File: src/rtl/clk_event_monitor.sv
// Multi-channel windowed rising-edge counter for clock/strobe health monitoring.
// Optional feature macro: CLK_EVENT_MONITOR_SATURATE_EN (live counters saturate instead of wrapping).
module clk_event_monitor #(
  parameter int NUM_CH = 4,
  parameter int CNT_W  = 32,
  parameter int WIN_W  = 32
) (
  input  logic                    ACLK,
  input  logic                    ARESET,
  input  logic [NUM_CH-1:0]       sig_in,
  input  logic [NUM_CH-1:0]       ch_en,
  input  logic [NUM_CH-1:0]       ch_clr,
  input  logic [WIN_W-1:0]        win_len,
  input  logic                    cont,
  input  logic                    start,
  input  logic                    abort,
  output logic                    busy,
  output logic                    done,
  output logic [15:0]             win_cnt,
  output logic [NUM_CH*CNT_W-1:0] cnt_out,
  output logic [NUM_CH-1:0]       ovf
);

  typedef enum logic [1:0] {ST_IDLE, ST_COUNT, ST_LATCH} state_t;

  localparam logic [WIN_W-1:0] WIN_ONE = WIN_W'(1);
  localparam logic [CNT_W-1:0] CNT_ONE = CNT_W'(1);
  localparam logic [CNT_W-1:0] CNT_MAX = {CNT_W{1'b1}};

  state_t                  state_q, state_d;
  logic [WIN_W-1:0]        timer_q, timer_d;
  logic [NUM_CH-1:0]       s1_q, s1_d, s2_q, s2_d, s3_q, s3_d;
  logic [NUM_CH-1:0]       rise;
  logic [CNT_W-1:0]        live_q [NUM_CH];
  logic [CNT_W-1:0]        live_d [NUM_CH];
  logic [CNT_W-1:0]        base   [NUM_CH];
  logic [NUM_CH*CNT_W-1:0] cnt_out_q, cnt_out_d;
  logic [NUM_CH-1:0]       ovf_q, ovf_d;
  logic                    done_q, done_d;
  logic [15:0]             win_cnt_q, win_cnt_d;
  logic                    clr_live, count_en, latch_now;

  // Two synchroniser stages, then one more stage for edge detection.
  always_comb begin
    s1_d = sig_in;
    s2_d = s1_q;
    s3_d = s2_q;
  end

  assign rise = s2_q & ~s3_q;

  always_comb begin
    state_d   = state_q;
    timer_d   = timer_q;
    win_cnt_d = win_cnt_q;
    clr_live  = 1'b0;
    count_en  = 1'b0;
    latch_now = 1'b0;
    unique case (state_q)
      ST_IDLE: begin
        if (start) begin
          clr_live = 1'b1;
          timer_d  = win_len;
          state_d  = (win_len == '0) ? ST_LATCH : ST_COUNT;
        end
      end
      ST_COUNT: begin
        if (abort) begin
          clr_live = 1'b1;
          state_d  = ST_IDLE;
        end else begin
          count_en = 1'b1;
          timer_d  = timer_q - WIN_ONE;
          if (timer_q <= WIN_ONE) state_d = ST_LATCH;
        end
      end
      ST_LATCH: begin
        latch_now = 1'b1;
        win_cnt_d = win_cnt_q + 16'd1;
        // Back-to-back windows: a rise in this cycle belongs to the new window.
        if (cont && !abort) begin
          clr_live = 1'b1;
          count_en = 1'b1;
          timer_d  = win_len;
          state_d  = (win_len == '0) ? ST_LATCH : ST_COUNT;
        end else begin
          state_d = ST_IDLE;
        end
      end
      default: state_d = ST_IDLE;
    endcase
  end

  assign done_d = latch_now;

  always_comb begin
    cnt_out_d = cnt_out_q;
    ovf_d     = ovf_q;
    for (int i = 0; i < NUM_CH; i++) begin
      base[i]   = clr_live ? '0 : live_q[i];
      live_d[i] = base[i];
      if (count_en && rise[i] && ch_en[i]) begin
        if (base[i] == CNT_MAX) begin
          ovf_d[i] = 1'b1;
`ifdef CLK_EVENT_MONITOR_SATURATE_EN
          live_d[i] = CNT_MAX;
`else
          live_d[i] = '0;
`endif
        end else begin
          live_d[i] = base[i] + CNT_ONE;
        end
      end
      if (latch_now) cnt_out_d[i*CNT_W +: CNT_W] = live_q[i];
      // Channel clear overrides both counting and the latch.
      if (ch_clr[i]) begin
        live_d[i]                    = '0;
        cnt_out_d[i*CNT_W +: CNT_W]  = '0;
        ovf_d[i]                     = 1'b0;
      end
    end
  end

  always_ff @(posedge ACLK or posedge ARESET) begin
    if (ARESET) begin
      state_q   <= ST_IDLE;
      timer_q   <= '0;
      s1_q      <= '0;
      s2_q      <= '0;
      s3_q      <= '0;
      cnt_out_q <= '0;
      ovf_q     <= '0;
      done_q    <= 1'b0;
      win_cnt_q <= '0;
      for (int i = 0; i < NUM_CH; i++) live_q[i] <= '0;
    end else begin
      state_q   <= state_d;
      timer_q   <= timer_d;
      s1_q      <= s1_d;
      s2_q      <= s2_d;
      s3_q      <= s3_d;
      cnt_out_q <= cnt_out_d;
      ovf_q     <= ovf_d;
      done_q    <= done_d;
      win_cnt_q <= win_cnt_d;
      for (int i = 0; i < NUM_CH; i++) live_q[i] <= live_d[i];
    end
  end

  assign busy    = (state_q != ST_IDLE);
  assign done    = done_q;
  assign win_cnt = win_cnt_q;
  assign cnt_out = cnt_out_q;
  assign ovf     = ovf_q;

endmodule

File: config.mk
export PLATFORM = sky130hd
export DESIGN_NAME = clk_event_monitor
export DESIGN_NICKNAME = d
export VERILOG_FILES = /design/src/rtl/clk_event_monitor.sv
export SDC_FILE = /design/constraint.sdc
export NUM_CORES = 1
export LEC_CHECK = 0
export CAP_MARGIN = 20
export CORE_AREA = 2 2 172 174
export CTS_CLUSTER_DIAMETER = 30
export CTS_CLUSTER_SIZE = 12
export DETAILED_ROUTE_END_ITERATION = 8
export DIE_AREA = 0 0 174 176
export PLACE_DENSITY = 0.78
export SLEW_MARGIN = 20
export SYNTH_ARGS = -nofsm -noshare
export SYNTH_HDL_FRONTEND = slang
export SYNTH_SLANG_ARGS = --single-unit
File: constraint.sdc
create_clock -name ACLK -period 10.75 [get_ports ACLK]
set_input_delay 1.075 -clock ACLK [delete_from_list [all_inputs] [get_ports ACLK]]
set_output_delay 1.075 -clock ACLK [all_outputs]
set_load 0.01 [all_outputs]
==> results.yml, run 1 <==
outcome:
  status: "completed"
synth:
  postSynth.topFlopCell: "sky130_fd_sc_hd__dfrtp_1"
  synthesis.area_per_instance_um2: 10.1
  synth_cells: 1523
  synth.net_count: 1583
  yosys-mux-area-fraction: 0.0925
  cell_accounting_for_the_most_synthesized_area: "sky130_fd_sc_hd__dfrtp_1"
  postSynthRegisterBits: 323
  synth-edff-count: 0
  most_frequent_cells_after_synthesis: "sky130_fd_sc_hd__dfrtp_1 (323), sky130_fd_sc_hd__nor2_1 (298), sky130_fd_sc_hd__mux2i_1 (139), sky130_fd_sc_hd__nand2_1 (99), sky130_fd_sc_hd__xnor2_1 (70)"
  post_synth_and_or_nand_nor_area_fraction: 0.223
  synth_fa_ha_area_frac: 0.00893
  synth_async_sr_flop_share: 1.00
  post-synth-top-count-cell: "sky130_fd_sc_hd__dfrtp_1"
  netlist-cell-type-count: 60
  yosys_warnings: 0
  synth.cell_area_um2: 15400
  synth_top_area_frac: 0.525
  combinational_family_with_the_most_area_after_synthesis: "simple AND/OR/NAND/NOR gates"
  synth_compound_area_frac: 0.0490
  post_synth_main_area_contributors: "sky130_fd_sc_hd__dfrtp_1 (52%), sky130_fd_sc_hd__mux2i_1 (9.0%), sky130_fd_sc_hd__nor2_1 (7.3%), sky130_fd_sc_hd__xnor2_1 (4.0%), sky130_fd_sc_hd__xor2_1 (3.5%)"
  synth-xor-area-share: 0.0745
  synth_sequential_area_ratio: 0.525
global_route:
  grt_pass1_vias: 12800
  grt_antenna_before_repair: 3
  grt_util_met1: 0.332
  grt_use_met2: 0.426
  grt-busiest-layer: "met2"
  use_met3: 0.0562
  pin_count_of_the_biggest_net_entering_global_routing: 92
  grt.total_usage: 0.257
  grt_remaining_overflow: 0
  global_route_wire_length_before_repair_um: 64700
floorplanning:
  die_outline_area_um2: 30600
  initial_core_util: 0.540
  i_o_pin_count: 199
  core_um2: 28500
  floorplan.die.height_um: 176
  die_w_um: 174
  cell_row_count: 62
timing:
  finClkSkew_ns: 0.0373
  worst-slew-pin-transition_ns: 1.12
  setup_repair_after_global_routing_missed_its_margin: "false"
  holdWs_ns: 0.339
  drv_slew: 0
  period_needed_ns: 5.14
  slew-limit-headroom: 0.250
  final_worst_setup_slack_ns: 5.61
  max_freq_mhz: 194
  finalSetupViolations: 0
  fin_crit_sh: 0.478
  finalHoldViolCount: 0
  fin_setup_tns_ns: 0
worst_setup_path:
  arrival_ns: 5.52
  reg2regPathDepth: 13
  reg2reg_to: "live_q[41]"
  required_time_at_the_worst_slack_endpoint_ns: 11.13
  critical_path.max_fanout: 63
  worst-setup-path-type: "in -> reg"
  worstSetupStartpointType: "input port"
  rrSetupSlack_ns: 5.83
  timing.critical_path.to_type: "register"
  reg2reg_launch_point: "state_q[0]"
cts:
  cts-root-to-sink-buffers: 3
  numClockSinks: 323
  htree_num_levels: 3
  cts-resized-gates: 0
  worst_setup_hold_path_clk_slew_ns: 0.05
  cts.repair_timing.setup_buffer_count: 0
  worstSkewPairLatency_ns: 0.57
  hold_bufs_at_cts: 0
  cts-buffers-inserted: 72
  clock-root-buffer: "sky130_fd_sc_hd__clkbuf_16"
  cts_tree: "yes"
place:
  dp.final_hpwl_um: 24500
  place_worst_setup_slack_ns: 5.11
  numPortBuffers: 198
  gpl_congestion: 0.849
min_path:
  worstHoldEndpoint: "s2_q[1]"
  hold_path_startpoint: "s1_q[1]"
  holdPathStages: 0
  kind_of_path_behind_the_tightest_hold_check: "reg -> reg"
detailed_routing:
  postRouteAntennaNets: 0
  drt-initial-drc-count: 1006
  drt_drc_violations_left: 0
  wl_um: 39000
  drt_wl_cell_um: 17.9
  post_drt_via_cell_ratio: 5.70
  vias: 12400
  detail_route.first_pass.iterations: 5
finish:
  areaGrowthSynthToFinish_pct: 30.8
  net_count_final: 1797
  final_layout_size_suffix_gt1_frac: 0.0964
  fillers: 2060
pwr:
  peakVddDrop_v: 0.000133
  cellLeakagePower_nw: 8.35
  p_per_area_nw_per_um2: 221
flow_run:
  drv.max_cap_violation_count: 0
worst max-delay path by stage:
stage                       endpoint  startpoint  depth (start not counted)  slack, ns
after floorplan           cnt_out[0]      ARESET                          1       0.73
after global placement    live_q[53]       abort                         12       5.29
after detailed placement  live_q[47]       abort                         12       5.11
after CTS                 live_q[47]       abort                         12       5.63
after global routing      live_q[45]       abort                         12       5.27
final                     live_q[41]       abort                         12       5.61
state kept, by name, summed over array words and instances (netlist names):
| signal | flops |
|---|---|
| cnt_out | 128 |
| done | 1 |
| live_q | 128 |
| ovf | 4 |
| s1_q | 4 |
| s2_q | 4 |
| s3_q | 4 |
| state_q | 2 |
| timer_q | 32 |
| win_cnt | 16 |
power breakdown:
group | internal (mW) | total [mW] | switching, mW
clock network | 1.46 | 2.19 | 0.728
registers | 1.30 | 1.40 | 0.0999
logic | 0.305 | 0.853 | 0.547
cell families (layout without fill, tap and decap cells):
kind of cell,after synthesis,after routing
adder cells (fa/ha/maj),11,11
AO/OA/AOI/OAI,117,117
multiplexers,142,142
flip-flops,323,323
XOR/XNOR,131,131
buffers and inverters,101,373
other,0,3
AND/OR/NAND/NOR,698,698
final cells by class:
class	count	area, um2	area share
Antenna cell	3	7.51	0.000373
Clock buffer	90	1980	0.0983
Clock inverter	42	474	0.0235
Inverter	29	116	0.00578
Multi-Input combinational cell	1099	6910	0.343
Sequential cell	323	8080	0.401
Tap cell	384	480	0.0239
Timing Repair Buffer	212	2090	0.104
layout by cell type (no fill, tap or decap), types with 12 or more instances in the layout:
cell type                         instances
sky130_fd_sc_hd__dfrtp_1                323
sky130_fd_sc_hd__nor2_1                 298
sky130_fd_sc_hd__clkdlybuf4s50_1        198
sky130_fd_sc_hd__mux2i_1                139
sky130_fd_sc_hd__nand2_1                 99
sky130_fd_sc_hd__clkbuf_16               72
sky130_fd_sc_hd__xnor2_1                 70
sky130_fd_sc_hd__nand3_1                 69
sky130_fd_sc_hd__xor2_1                  61
sky130_fd_sc_hd__nand4_1                 43
sky130_fd_sc_hd__nor3_1                  40
sky130_fd_sc_hd__a21oi_1                 37
sky130_fd_sc_hd__nor4_1                  37
sky130_fd_sc_hd__o21ai_0                 31
sky130_fd_sc_hd__and3_1                  29
sky130_fd_sc_hd__inv_1                   27
sky130_fd_sc_hd__o22ai_1                 20
sky130_fd_sc_hd__and2_1                  16
sky130_fd_sc_hd__or3_1                   14
sky130_fd_sc_hd__inv_6                   12
sky130_fd_sc_hd__buf_4                   12
per-stage QoR:
| stage | area, um2 | util | std cells | total power [mW] |
|---|---|---|---|---|
| after global routing | 20100 | 0.705 | 2180 | 4.63 |
| final | 20100 | 0.706 | 2182 | 4.45 |
| after CTS | 20100 | 0.705 | 2179 | 4.47 |
| after global placement | 17700 | 0.619 | 2047 | 2.23 |
| after floorplan | 15400 | - | 1523 | 2.04 |
| after detailed placement | 17700 | 0.619 | 2047 | 2.26 |
metal layers:
metal  routed length (um)  vias to the layer above
li1                     -                     5742
met1                16500                     6127
met2                18700                      458
met3                 2560                      102
met4                 1200                        0
met5                    0                        -
worst max-delay path, stage by stage:
cell	delay, ns
sky130_fd_sc_hd__clkdlybuf4s50_1	0.55
sky130_fd_sc_hd__nand3b_2	0.20
sky130_fd_sc_hd__a31o_2	0.17
sky130_fd_sc_hd__buf_4	0.49
sky130_fd_sc_hd__and2_1	0.27
sky130_fd_sc_hd__ha_1	0.18
sky130_fd_sc_hd__nand3_1	0.10
sky130_fd_sc_hd__nor4_1	0.41
sky130_fd_sc_hd__nand4_1	0.51
sky130_fd_sc_hd__o41ai_4	0.60
sky130_fd_sc_hd__nand2b_1	0.79
sky130_fd_sc_hd__nor2_1	0.13
(Power assumes the default switching activity.)
==> inputs of run 2 (changes only) <==
- CORE_AREA: 2 2 172 174 -> 2 2 179 181
- DIE_AREA: 0 0 174 176 -> 0 0 181 183
- PLACE_DENSITY: 0.78 -> 0.75
- clock period: 10.75 -> 4.17 ns (I/O delays scaled with it)
==> results.yml, run 2 (synthesized netlist as in run 1, its figures left out) <==
outcome:
  status: "completed"
global_route:
  global_route_wire_length_before_repair_um: 63600
  grt_antenna_before_repair: 2
  pin_count_of_the_biggest_net_entering_global_routing: 138
  grt_pass1_vias: 12500
  grt_remaining_overflow: 0
  grt.total_usage: 0.235
finish:
  most_frequent_standard_cell_in_the_layout_excluding_fill_and_tap_cells: "sky130_fd_sc_hd__dfrtp_1"
  net_count_final: 1809
  fin_cells: 2210
  areaGrowthSynthToFinish_pct: 32.2
  final_layout_size_suffix_gt1_frac: 0.0997
  layout_common_cells: "sky130_fd_sc_hd__dfrtp_1 (323), sky130_fd_sc_hd__nor2_1 (298), sky130_fd_sc_hd__clkdlybuf4s50_1 (198), sky130_fd_sc_hd__mux2i_1 (139), sky130_fd_sc_hd__nand2_1 (99)"
floorplanning:
  core_um2: 31200
  initial_core_util: 0.493
  die_outline_area_um2: 33100
  cell_row_count: 65
  floorplan.die.height_um: 183
  i_o_pin_count: 199
  die_w_um: 181
place:
  dp.final_hpwl_um: 24500
  gpl_congestion: 0.820
  place_worst_setup_slack_ns: 0.326
  dp.cells: 2076
  numPortBuffers: 198
timing:
  max_freq_mhz: 278
  finClkSkew_ns: 0.0314
  period_needed_ns: 3.60
  finalHoldViolCount: 0
  finalSetupViolations: 0
  worst-slew-pin-transition_ns: 1.18
  holdWs_ns: 0.215
  fin_crit_sh: 0.862
  final_worst_setup_slack_ns: 0.574
  drv_slew: 0
  setup_repair_after_global_routing_missed_its_margin: "false"
  slew-limit-headroom: 0.213
cts:
  cts-resized-gates: 0
  worst_setup_hold_path_clk_slew_ns: 0.05
  clock-root-buffer: "sky130_fd_sc_hd__clkbuf_16"
  htree_num_levels: 3
  cts_tree: "yes"
  worstSkewPairLatency_ns: 0.60
  cts.repair_timing.setup_buffer_count: 0
  hold_bufs_at_cts: 0
  numClockSinks: 323
  cts-root-to-sink-buffers: 3
  cts-buffers-inserted: 73
pwr:
  peakVddDrop_v: 0.000448
  cellLeakagePower_nw: 8.43
  p_per_area_nw_per_um2: 574
detailed_routing:
  postRouteAntennaNets: 0
  drt-initial-drc-count: 868
  detail_route.first_pass.iterations: 5
  post_drt_via_cell_ratio: 5.58
  drt_drc_violations_left: 0
  vias: 12300
  wl_um: 38300
  drt_wl_cell_um: 17.3
flow_run:
  drv.max_cap_violation_count: 0
worst_setup_path:
  cp.buffers_inverters: 2
  cp_slowest_stage_delay_ns: 0.64
  timing.critical_path.to_type: "register"
  dominant_delay_contributor_by_cell_family_on_the_critical_path: "simple AND/OR/NAND/NOR gates"
  worst-setup-path-type: "reg -> reg"
  critical_path.max_fanout: 9
  worstSetupStartpointType: "register"
  arrival_ns: 4.05
  crit_slowest_cell: "sky130_fd_sc_hd__nor4_1"
  path_cells: "inv_1, ha_1, nand2_1, a31o_2, nand2_1, inv_1, ha_1, nand3_1, nor4_1, nand4_1, nor4_1, xor2_1, nor2_1"
  required_time_at_the_worst_slack_endpoint_ns: 4.62
min_path:
  kind_of_path_behind_the_tightest_hold_check: "in -> async"
run 2: power by group:
group,switching (mW),internal [mW],leakage (nW)
Clock,1.92,3.92,1.23
Sequential,0.246,3.36,4.40
Combinational,1.40,0.837,2.80
Total,3.57,8.12,8.43
run 2: final timing paths:
kind	startpoint	endpoint	slack, ns	depth (start not counted)
setup / recovery	state_q[0]	live_q[122]	0.57	13
hold / removal	ARESET	cnt_out[117]	0.22	2
setup reg to reg	state_q[0]	live_q[122]	0.57	13
hold reg to reg	s1_q[3]	s2_q[3]	0.35	0
max in group asynchronous	ARESET	live_q[76]	2.97	3
min in group ACLK	sig_in[0]	s1_q[0]	0.28	1
run 2: routing by layer:
metal	share of wire	GRT usage	vias up
met2	0.48	0.379	382
met5	0.00029	0	-
li1	-	-	5752
met3	0.070	0.0667	69
met1	0.44	0.308	6122
met4	0.018	0.0761	2
run 2: through the flow:
step | power, mW | instance area (um2) | util | setup TNS (ns)
finish | 11.7 | 20400 | 0.652 | 0
global route | 12.2 | 20400 | 0.652 | 0
CTS | 11.8 | 20400 | 0.652 | 0
detailed placement | 5.87 | 17800 | 0.570 | 0
global placement | 5.80 | 17800 | 0.570 | 0
floorplan | 5.25 | 15400 | - | -179.51
run 2: layout make-up:
type,instances,area (um2)
diodes,2,5.00
clock buffers,91,1990
clock inverters,41,558
fillers,2347,10900
inverters,29,113
multi-input cells,1099,6910
flip-flops and latches,323,8080
well taps,402,503
repair buffers,223,2210
